--- src/rtl/matrix_mult_scheduler.sv ---
// Row-major sequencer for C = A*B: drives one shared inner_product unit through its
// strobe/ack handshake for every (row, col) pair and writes each result to the result store.
module matrix_mult_scheduler #(
   parameter int unsigned number_of_elements = 4,
   parameter int unsigned timeout_cycles     = 4096,
   localparam int unsigned IW = $clog2(number_of_elements),
   localparam int unsigned AW = $clog2(number_of_elements * number_of_elements)
) (
   input  logic          clk,
   input  logic          rst,
   input  logic          start,
   input  logic          abort,
   output logic          busy,
   output logic          done,
   output logic          error,
   output logic [IW-1:0] row_idx,
   output logic [IW-1:0] col_idx,
   output logic          ip_row_stb,
   output logic          ip_column_stb,
   output logic          ip_out_ack,
   input  logic          ip_row_ack,
   input  logic          ip_column_ack,
   input  logic          ip_out_stb,
   input  logic [31:0]   ip_out,
   output logic          res_we,
   output logic [AW-1:0] res_addr,
   output logic [31:0]   res_data
);

   localparam int unsigned   TW          = (timeout_cycles > 1) ? $clog2(timeout_cycles) : 1;
   localparam logic [IW-1:0] LastIdx     = IW'(number_of_elements - 1);
   localparam logic [TW-1:0] TimeoutLast = TW'(timeout_cycles - 1);

   typedef enum logic [2:0] {StIdle, StIssue, StWait, StWrite, StDrain, StDone} state_e;

   state_e        state_q, state_d;
   logic [IW-1:0] row_q, row_d, col_q, col_d;
   logic [TW-1:0] cnt_q, cnt_d;
   logic [AW-1:0] addr_q, addr_d;
   logic [31:0]   data_q, data_d;
   logic          err_q, err_d;
   logic          stb_q, stb_d;
   logic          we_q, we_d;
   logic          done_q, done_d;
   logic          busy_q, busy_d;

   always_comb begin
      state_d = state_q;
      row_d   = row_q;
      col_d   = col_q;
      cnt_d   = cnt_q;
      data_d  = data_q;
      err_d   = err_q;
      stb_d   = 1'b0;
      we_d    = 1'b0;
      done_d  = 1'b0;

      unique case (state_q)
         StIdle: begin
            if (start && !abort) begin
               row_d   = '0;
               col_d   = '0;
               err_d   = 1'b0;
               stb_d   = 1'b1;
               state_d = StIssue;
            end
         end
         StIssue: begin
            stb_d = 1'b1;
            if (ip_row_ack && ip_column_ack) begin
               stb_d   = 1'b0;
               cnt_d   = '0;
               state_d = StWait;
            end
         end
         StWait: begin
            if (ip_out_stb) begin
               data_d  = ip_out;
               we_d    = 1'b1;
               state_d = StWrite;
            end else if (cnt_q == TimeoutLast) begin
               err_d   = 1'b1;
               state_d = StIdle;
            end else begin
               cnt_d = cnt_q + 1'b1;
            end
         end
         StWrite: state_d = StDrain;
         StDrain: begin
            // Held until both acks fall so a stale ack cannot accept the next pair.
            if (!ip_row_ack && !ip_column_ack) begin
               if (col_q < LastIdx) begin
                  col_d   = col_q + 1'b1;
                  stb_d   = 1'b1;
                  state_d = StIssue;
               end else if (row_q < LastIdx) begin
                  col_d   = '0;
                  row_d   = row_q + 1'b1;
                  stb_d   = 1'b1;
                  state_d = StIssue;
               end else begin
                  done_d  = 1'b1;
                  state_d = StDone;
               end
            end
         end
         StDone:  state_d = StIdle;
         default: state_d = StIdle;
      endcase

      if (abort && (state_q != StIdle)) begin
         state_d = StIdle;
         stb_d   = 1'b0;
         we_d    = 1'b0;
         done_d  = 1'b0;
      end

      busy_d = (state_d != StIdle);
      addr_d = AW'(row_d) * AW'(number_of_elements) + AW'(col_d);
   end

   always_ff @(posedge clk or negedge rst) begin
      if (!rst) begin
         state_q <= StIdle;
         row_q   <= '0;
         col_q   <= '0;
         cnt_q   <= '0;
         addr_q  <= '0;
         data_q  <= '0;
         err_q   <= 1'b0;
         stb_q   <= 1'b0;
         we_q    <= 1'b0;
         done_q  <= 1'b0;
         busy_q  <= 1'b0;
      end else begin
         state_q <= state_d;
         row_q   <= row_d;
         col_q   <= col_d;
         cnt_q   <= cnt_d;
         addr_q  <= addr_d;
         data_q  <= data_d;
         err_q   <= err_d;
         stb_q   <= stb_d;
         we_q    <= we_d;
         done_q  <= done_d;
         busy_q  <= busy_d;
      end
   end

   assign busy          = busy_q;
   assign done          = done_q;
   assign error         = err_q;
   assign row_idx       = row_q;
   assign col_idx       = col_q;
   assign ip_row_stb    = stb_q;
   assign ip_column_stb = stb_q;
   assign ip_out_ack    = stb_q;
   assign res_we        = we_q;
   assign res_addr      = addr_q;
   assign res_data      = data_q;

endmodule

--- config.mk ---
export PLATFORM = sky130hd
export DESIGN_NAME = matrix_mult_scheduler
export DESIGN_NICKNAME = d
export VERILOG_FILES = /design/src/rtl/matrix_mult_scheduler.sv
export SDC_FILE = /design/constraint.sdc
export NUM_CORES = 1
export LEC_CHECK = 0
export ABC_CLOCK_PERIOD_IN_PS = 4800
export CAP_MARGIN = 10
export CORE_ASPECT_RATIO = 1.25
export CORE_MARGIN = 2
export CORE_UTILIZATION = 40
export CTS_CLUSTER_SIZE = 28
export DETAILED_ROUTE_END_ITERATION = 6
export PLACE_DENSITY = 0.71
export SYNTH_ARGS = -nofsm -noshare
export SYNTH_HDL_FRONTEND = slang
export SYNTH_SLANG_ARGS = --single-unit
--- constraint.sdc ---
create_clock -name clk -period 4.8 [get_ports clk]
set_input_delay 0.96 -clock clk [delete_from_list [all_inputs] [get_ports clk]]
set_output_delay 0.96 -clock clk [all_outputs]
set_load 0.005 [all_outputs]
==> flow_summary.yaml, run 1 <==
floorplan:
  die_w_um: 75.9
  die_y_um: 93.9
  fp-row-count: 32
  start_util_pct: 41.7
  die-area_um2: 7130
  core_um2: 6210
  ioPinCount: 86
layout:
  layout-drive-gt1-share_pct: 4.95
  finalNetCount: 404
  regArea_um2: 1400
  multiInputGateArea_um2: 1060
  layout.cells.non_filler: 449
  n_antenna_cell: 0
  syn2layout_area_growth_pct: 38.1
  stdcell_area_um2: 3570
  final.fill_count: 554
timing:
  setup_viol: 0
  fmax_ghz: 0.365
  slew_headroom_pct: 22.5
  setup_ws_ps: 2060
  hold_viol: 0
  worstMarginPinSlew_ps: 1160
  min_period_over_period_pct: 57.1
  finalWorstPathRequiredPeriod_ps: 2740
  fin_tns_setup_ps: 0
  skew_ps: 7.86
  drv_slew: 0
  rsz0062_at_grt: "no"
worst_setup_path:
  crit_path_max_incr_delay_ps: 630
  cp.required_ps: 5030
  critPathMaxFanout: 4
  crit_chain: "clkdlybuf4s50_1, or3b_1, a2111oi_0, nor3b_2, mux2i_1"
  cp_slowest_cell: "a2111oi_0"
  worstSetupPathType: "in2reg"
  crit_path_end_kind: "flop"
  r2r_slack_ps: 2420
  crit-reg2reg-launch: "state_q[2]"
  startpoint_type: "input pin"
  cp.arrival_ps: 2980
  startpoint: "ip_out_stb"
placement:
  place_ws_ps: 1730
  hpwl_um: 4090
  place_inst: 441
  gp_congestion: 0.791
  port_buffers: 85
  dpl_cell_area_um2: 3460
grt:
  grt_max_degree: 37
  grt_usage_pct: 17.0
  grt_pass1_vias: 2246
  grt_overflow: 0
  grt_pass1_wl_um: 9840
  antenna_found_initial: 0
synthesis:
  yosysWarnings: 0
  syn_avg_cell_area_um2: 9.04
  synth-seq-area-share_pct: 54.2
  synth_cells: 286
  ys.flop_type: "dfrtp_1"
  yosys.area.top_type: "dfrtp_1"
  synth-edff-count: 0
  synth-seq-cells: 56
  synth_area_leaders: "dfrtp_1 (54%), nand2_1 (17%), buf_4 (2.0%), or4_1 (2.0%), a21oi_1 (1.9%)"
  synth_top_area_share_pct: 54.2
  synthArstFlopShare_pct: 100
  yosys.cell_types.count: 43
  synth_nets: 327
  syn_area_um2: 2590
clocking:
  cts_sinks: 56
  cts_hold_buf: 0
  cts_buffer_depth: 2
  cts_resized: 0
  cts_tree: "built"
  clkTransAtPathRegs_ps: 100
  cts_root_buf: "clkbuf_8"
  clk_latency_ps: 310
  post_cts_buffers: 0
  numCtsBuffers: 5
  cts_max_level: 2
route:
  drtIter0Drc: 68
  dr.pass1.iters: 4
  wl_per_cell_um: 12.9
  drc: 0
  viasPerCell: 5.01
  vias: 2248
  wl_um: 5790
  ant_nets: 0
pwr:
  p_per_area_nw_per_um2: 464
  p_leak_nw: 1.63
  ir_worst_vdd_mv: 0.264
worst_hold_path:
  min-delay-start: "res_data[25]"
  hold_path_class: "reg2reg"
job:
  cap_violations: 0
run_status:
  status: "finished clean"
## metal layers
layer  share of wire (%)  track usage [%]  up-vias
met1                  44             20.5     1066
met4                 1.3             6.52        0
li1                    -                -     1110
met5                   0                0        -
met3                 8.7             6.54        6
met2                  46             27.6       66
## cells in the mapped netlist (7+ instances only)
| library cell | count |
|---|---|
| a21oi_1 | 10 |
| buf_4 | 7 |
| clkbuf_1 | 9 |
| dfrtp_1 | 56 |
| nand2_1 | 114 |
| nand3_1 | 8 |
| nor2_1 | 8 |
| or4_1 | 7 |
## kinds of logic (layout without fill, tap and decap cells)
logic type	Yosys count	count (layout)	share of synthesized area [%]
compound gates	32	32	8.13
fa+ha+maj	3	3	1.35
flops	56	56	54.2
mux	6	6	2.37
buf+inv	23	101	4.64
simple gates	166	166	29.3
## final cells by class
class,count,area share [%]
clock buffer,5,1.93
timing repair buffer,88,24.3
sequential,56,39.2
multi-input combinational,207,29.8
inverter,5,0.526
tap,85,2.98
clock inverter,3,1.19
## final timing paths
check                          endpoint  depth (start not counted)
max                            cnt_q[9]                          5
min                        res_data[25]                          2
max reg2reg                        busy                          4
min reg2reg                res_data[25]                          2
max in group asynchronous  res_data[16]                          2
min in group asynchronous  res_data[14]                          1
## sequential cells by signal, indices dropped and copies added (netlist names), named ones only
signal,cells
res_we,1
done,1
ip_column_stb,1
error,1
cnt_q,12
state_q,3
res_data,32
busy,1
## power by group
| part | internal, mW | switching (mW) |
|---|---|---|
| clock | 0.155 | 0.157 |
| combinational | 0.365 | 0.265 |
| sequential | 0.619 | 0.0963 |
## stage by stage
stage | total power, mW | utilization, % | hold slack, ps
6_report | 1.66 | 57.5 | 481
5_1_grt | 1.78 | 57.5 | 499
4_1_cts | 1.68 | 57.5 | 485
3_5_place_dp | 1.36 | 55.7 | 461
3_3_place_gp | 1.35 | 55.7 | 457
2_1_floorplan | 0.989 | - | 470
## worst max-delay path: cells and delay by family
family | cells | cell delay [ps]
mux | 1 | 200
compound gates | 1 | 630
buf+inv | 1 | 460
simple gates | 2 | 720
## layout by cell type, fill, tap and decap left out, drive strengths merged, types with 2 or more instances in the layout
| master | Yosys | layout |
|---|---|---|
| clkdlybuf4s50 | 0 | 84 |
| or4 | 7 | 7 |
| and2 | 2 | 2 |
| and3 | 3 | 3 |
| buf | 9 | 4 |
| inv | 5 | 5 |
| nor4 | 4 | 4 |
| a31o | 2 | 2 |
| nand2 | 114 | 114 |
| nand3 | 8 | 8 |
| mux2i | 5 | 5 |
| nor3b | 3 | 3 |
| o31ai | 5 | 5 |
| dfrtp | 56 | 56 |
| o21ai | 5 | 5 |
| clkbuf | 9 | 5 |
| nor2 | 8 | 8 |
| a31oi | 2 | 2 |
| a21o | 2 | 2 |
| nand2b | 5 | 5 |
| a21oi | 10 | 10 |
| ha | 2 | 2 |
| nand4 | 2 | 2 |
Note: power is estimated with default switching activity, not from simulation.
==> inputs of run 2 (changes only) <==
--- a/config.mk
+++ b/config.mk
@@ -5,7 +5,7 @@
 export SDC_FILE = /design/constraint.sdc
 export NUM_CORES = 1
 export LEC_CHECK = 0
-export ABC_CLOCK_PERIOD_IN_PS = 4800
+export ABC_CLOCK_PERIOD_IN_PS = 2600
 export CAP_MARGIN = 10
 export CORE_ASPECT_RATIO = 1.25
 export CORE_MARGIN = 2
==> constraint.sdc (replaced) <==
create_clock -name clk -period 2.6 [get_ports clk]
set_input_delay 0.52 -clock clk [delete_from_list [all_inputs] [get_ports clk]]
set_output_delay 0.52 -clock clk [all_outputs]
set_load 0.005 [all_outputs]
==> flow_summary.yaml, run 2 (synthesized netlist as in run 1, its figures left out) <==
run_status:
  status: "finished clean"
route:
  vias: 2218
  drtIter0Drc: 121
  drc: 0
  wl_um: 5770
  ant_nets: 0
  dr.pass1.iters: 4
  wl_per_cell_um: 12.8
  viasPerCell: 4.91
grt:
  grt_pass1_vias: 2203
  grt_pass1_wl_um: 10000
  grt_max_degree: 57
  grt_overflow: 0
  grt_usage_pct: 17.3
  antenna_found_initial: 0
pwr:
  ir_worst_vdd_mv: 0.459
  p_per_area_nw_per_um2: 869
  p_total_mw: 3.14
  p_leak_nw: 1.66
floorplan:
  die_w_um: 75.9
  core_um2: 6210
  fp-row-count: 32
  die_y_um: 93.9
  start_util_pct: 41.7
  die-area_um2: 7130
  ioPinCount: 86
layout:
  stdcell_area_um2: 3620
  finalNetCount: 408
  final_cell_mix: "nand2_1 (114), clkdlybuf4s50_1 (84), dfrtp_1 (56)"
  utilization_pct: 58.3
  n_antenna_cell: 0
  syn2layout_area_growth_pct: 39.9
  layout.cells.non_filler: 452
  largest_reg_flops: 32
  final_common_cell: "nand2_1"
  layout-drive-gt1-share_pct: 5.72
timing:
  setup_ws_ps: 424
  slew_headroom_pct: 53.5
  worstMarginPinSlew_ps: 697
  rsz0062_at_grt: "no"
  skew_ps: 5.88
  min_period_over_period_pct: 83.7
  whs_ps: 339
  hold_viol: 0
  fmax_ghz: 0.459
  fin_tns_setup_ps: 0
  drv_slew: 0
  finalWorstPathRequiredPeriod_ps: 2180
  setup_viol: 0
worst_setup_path:
  startpoint: "ip_out_stb"
  critPathMaxFanout: 4
  startpoint_type: "input pin"
  worstSetupPathType: "in2reg"
  critPathBufInv: 2
  crit_family: "buffers and inverters"
  crit_path_end_kind: "flop"
  crit_chain: "clkdlybuf4s50_1, or3b_1, a2111oi_0, buf_4, and3_1, mux2i_1"
  cp_slowest_cell: "a2111oi_0"
  r2r_slack_ps: 590
  crit_path_max_incr_delay_ps: 470
  worst_r2r_path_depth: 5
  crit-reg2reg-launch: "state_q[1]"
  cp.required_ps: 2840
  r2r_end: "cnt_q[7]"
  cp.arrival_ps: 2410
clocking:
  clk_latency_ps: 300
  clkTransAtPathRegs_ps: 100
  cts_buffer_depth: 2
  cts_sinks: 56
  post_cts_buffers: 0
  cts_resized: 0
  cts_tree: "built"
  numCtsBuffers: 5
  cts_root_buf: "clkbuf_8"
  cts_max_level: 2
  cts_hold_buf: 0
job:
  cap_violations: 0
placement:
  port_buffers: 85
  dpl_cell_area_um2: 3490
  hpwl_um: 4100
  place_ws_ps: 123
  gp_congestion: 0.830
  place_inst: 445
worst_hold_path:
  hold_path_class: "in2async"
run 2: worst max path at each step:
stage | cells after the start | slack [ps] | to
after CTS | 6 | 430 | cnt_q[7]
after global routing | 6 | 300 | cnt_q[7]
after detailed placement | 6 | 120 | cnt_q[9]
after floorplan | 4 | 710 | cnt_q[9]
final | 6 | 420 | cnt_q[7]
after global placement | 6 | 150 | cnt_q[9]
run 2: metal layers:
layer	track usage, %	part of all wire [%]
met3	6.06	9.2
met5	0	0
met2	28.2	46
met1	21.5	43
met4	5.76	1.6
run 2: area by class of cell:
cell class,count,area (um2)
clock inverter,2,60.1
sequential,56,1400
inverter,5,18.8
tap,85,106
fill,540,2590
clock buffer,5,68.8
multi-input combinational,207,1060
timing repair buffer,92,898
run 2: report_power, final:
| group | internal, mW | total (mW) | switching [mW] |
|---|---|---|---|
| Sequential | 1.14 | 1.32 | 0.173 |
| Clock | 0.379 | 0.653 | 0.274 |
| Combinational | 0.679 | 1.18 | 0.496 |
==> inputs of run 3 (changes only) <==
--- a/config.mk
+++ b/config.mk
@@ -5,14 +5,14 @@
 export SDC_FILE = /design/constraint.sdc
 export NUM_CORES = 1
 export LEC_CHECK = 0
-export ABC_CLOCK_PERIOD_IN_PS = 2600
+export ABC_CLOCK_PERIOD_IN_PS = 1880
 export CAP_MARGIN = 10
 export CORE_ASPECT_RATIO = 1.25
 export CORE_MARGIN = 2
 export CORE_UTILIZATION = 40
 export CTS_CLUSTER_SIZE = 28
 export DETAILED_ROUTE_END_ITERATION = 6
-export PLACE_DENSITY = 0.71
+export PLACE_DENSITY = 0.74
 export SYNTH_ARGS = -nofsm -noshare
 export SYNTH_HDL_FRONTEND = slang
 export SYNTH_SLANG_ARGS = --single-unit
==> constraint.sdc (replaced) <==
create_clock -name clk -period 1.88 [get_ports clk]
set_input_delay 0.376 -clock clk [delete_from_list [all_inputs] [get_ports clk]]
set_output_delay 0.376 -clock clk [all_outputs]
set_load 0.005 [all_outputs]
==> flow_summary.yaml, run 3 (synthesized netlist as in run 1, its figures left out) <==
clocking:
  cts_sinks: 56
  cts_tree: "built"
  numCtsBuffers: 5
  clk_latency_ps: 300
  clkTransAtPathRegs_ps: 100
  cts_max_level: 2
  cts_root_buf: "clkbuf_8"
  cts_buffer_depth: 2
layout:
  final_common_cell: "nand2_1"
  final_cell_mix: "nand2_1 (114), clkdlybuf4s50_1 (82), dfrtp_1 (56)"
  largest_reg_flops: 32
  layout-drive-gt1-share_pct: 13.1
  syn2layout_area_growth_pct: 47.8
  stdcell_area_um2: 3820
  n_antenna_cell: 0
  utilization_pct: 61.6
  layout.cells.non_filler: 475
  finalNetCount: 430
floorplan:
  die_y_um: 93.9
  start_util_pct: 41.7
  die-area_um2: 7130
  core_um2: 6210
  die_w_um: 75.9
  fp-row-count: 32
  ioPinCount: 86
pwr:
  pwr-share-clk_pct: 15.7
  p_comb_share_pct: 42.7
  p_switching_mw: 1.38
  p_total_mw: 4.34
  ir_worst_vdd_mv: 0.907
  p_leak_nw: 1.78
  cell_internal_pwr_mw: 2.96
  swShare_pct: 31.8
  seq_power_share_pct: 41.6
  p_per_area_nw_per_um2: 1140
route:
  dr.pass1.iters: 4
  vias: 2378
  drc: 0
  drtIter0Drc: 141
  ant_nets: 0
  wl_um: 6420
  viasPerCell: 5.01
  wl_per_cell_um: 13.5
worst_setup_path:
  critPathBufInv: 0
  startpoint_type: "flop"
  r2r_slack_ps: 50
  crit_path_max_incr_delay_ps: 490
  crit_chain: "or3b_4, a21o_4, or4_1, a21oi_1"
  endpoint: "cnt_q[3]"
  critPathMaxFanout: 5
  crit_family: "simple AND/OR/NAND/NOR gates"
  startpoint: "state_q[0]"
  cp.required_ps: 2110
  cp_slowest_cell: "or4_1"
  worst_r2r_path_depth: 4
  cp.arrival_ps: 2060
  worstSetupPathType: "reg2reg"
  crit-reg2reg-launch: "state_q[0]"
  crit_path_end_kind: "flop"
  r2r_end: "cnt_q[3]"
  critical_path_depth: 4
timing:
  rsz0062_at_grt: "no"
  drv_slew: 0
  finalWorstPathRequiredPeriod_ps: 1830
  setup_viol: 0
  skew_ps: 5.13
  fmax_ghz: 0.547
  setup_ws_ps: 51.1
  min_period_over_period_pct: 97.3
  hold_viol: 0
  worstMarginPinSlew_ps: 491
  slew_headroom_pct: 66.9
grt:
  grt_max_degree: 57
  grt_pass1_wl_um: 10800
  grt_overflow: 0
  grt_pass1_vias: 2333
  grt_usage_pct: 18.4
  antenna_found_initial: 0
placement:
  place_ws_ps: -555
  dpl_cell_area_um2: 3640
  place_inst: 464
  gp_congestion: 0.911
  port_buffers: 85
  hpwl_um: 4460
worst_hold_path:
  hold_path_class: "in2async"
job:
  cap_violations: 0
run_status:
  status: "finished clean"
## run 3: cell types whose count changed in the layout (fill, tap and decap cells not counted), sizes merged, moves of 2 or more
cell / change
buf: +21
bufinv: -2
clkdlybuf4s50: -2
dlymetal6s2s: +2
clkbuf: +2
## run 3: stage by stage
stage / setup TNS (ps) / hold slack [ps]
global route: 0 / 67.0
CTS: 0 / 61.1
detailed placement: -3990 / 402
finish: 0 / 43.2
global placement: -3290 / 401
floorplan: 0 / 80.4
## run 3: cell type report
class | count | area, um2
Clock buffer | 7 | 86.3
Clock inverter | 1 | 7.51
Fill cell | 531 | 2380
Inverter | 5 | 18.8
Multi-Input combinational cell | 208 | 1120
Sequential cell | 56 | 1400
Tap cell | 85 | 106
Timing Repair Buffer | 113 | 1080
## run 3: timing repair
action	CTS	global route
gates cloned	0	1
gates resized for setup	5	9
hold buffers	0	0
pin swaps	0	2
endpoints found under the setup margin	7	34
buffers inserted	0	2
## run 3: power groups by stage
stage | sequential, mW | combinational (mW) | clock (mW)
6_report | 1.81 | 1.85 | 0.681
3_5_place_dp | 1.81 | 1.80 | 0
5_1_grt | 1.86 | 2.05 | 0.753
3_3_place_gp | 1.80 | 1.76 | 0
4_1_cts | 1.80 | 1.82 | 0.706
2_1_floorplan | 1.83 | 0.692 | 0
## run 3: worst register-to-register path, cell delays in order (launching register included)
cell,delay (ps)
dfrtp_1,420
or3b_4,450
a21o_4,240
or4_1,500
a21oi_1,150
## run 3: worst min path at each step
| stage | to | slack [ps] | depth (start not counted) |
|---|---|---|---|
| 2_1_floorplan | asynchronous set/reset pin | 80 | 0 |
| 5_1_grt | res_data[28] | 70 | 2 |
| 6_report | res_data[28] | 40 | 2 |
| 3_5_place_dp | res_data[26] | 400 | 2 |
| 3_3_place_gp | res_data[28] | 400 | 2 |
| 4_1_cts | res_data[28] | 60 | 2 |
## run 3: metal layers
metal	vias to the layer above	global-route usage [%]	routed length, um
met5	-	0	0
met4	0	5.91	136
met3	13	5.77	530
met2	87	29.7	2940
met1	1121	23.7	2810
li1	1157	-	-
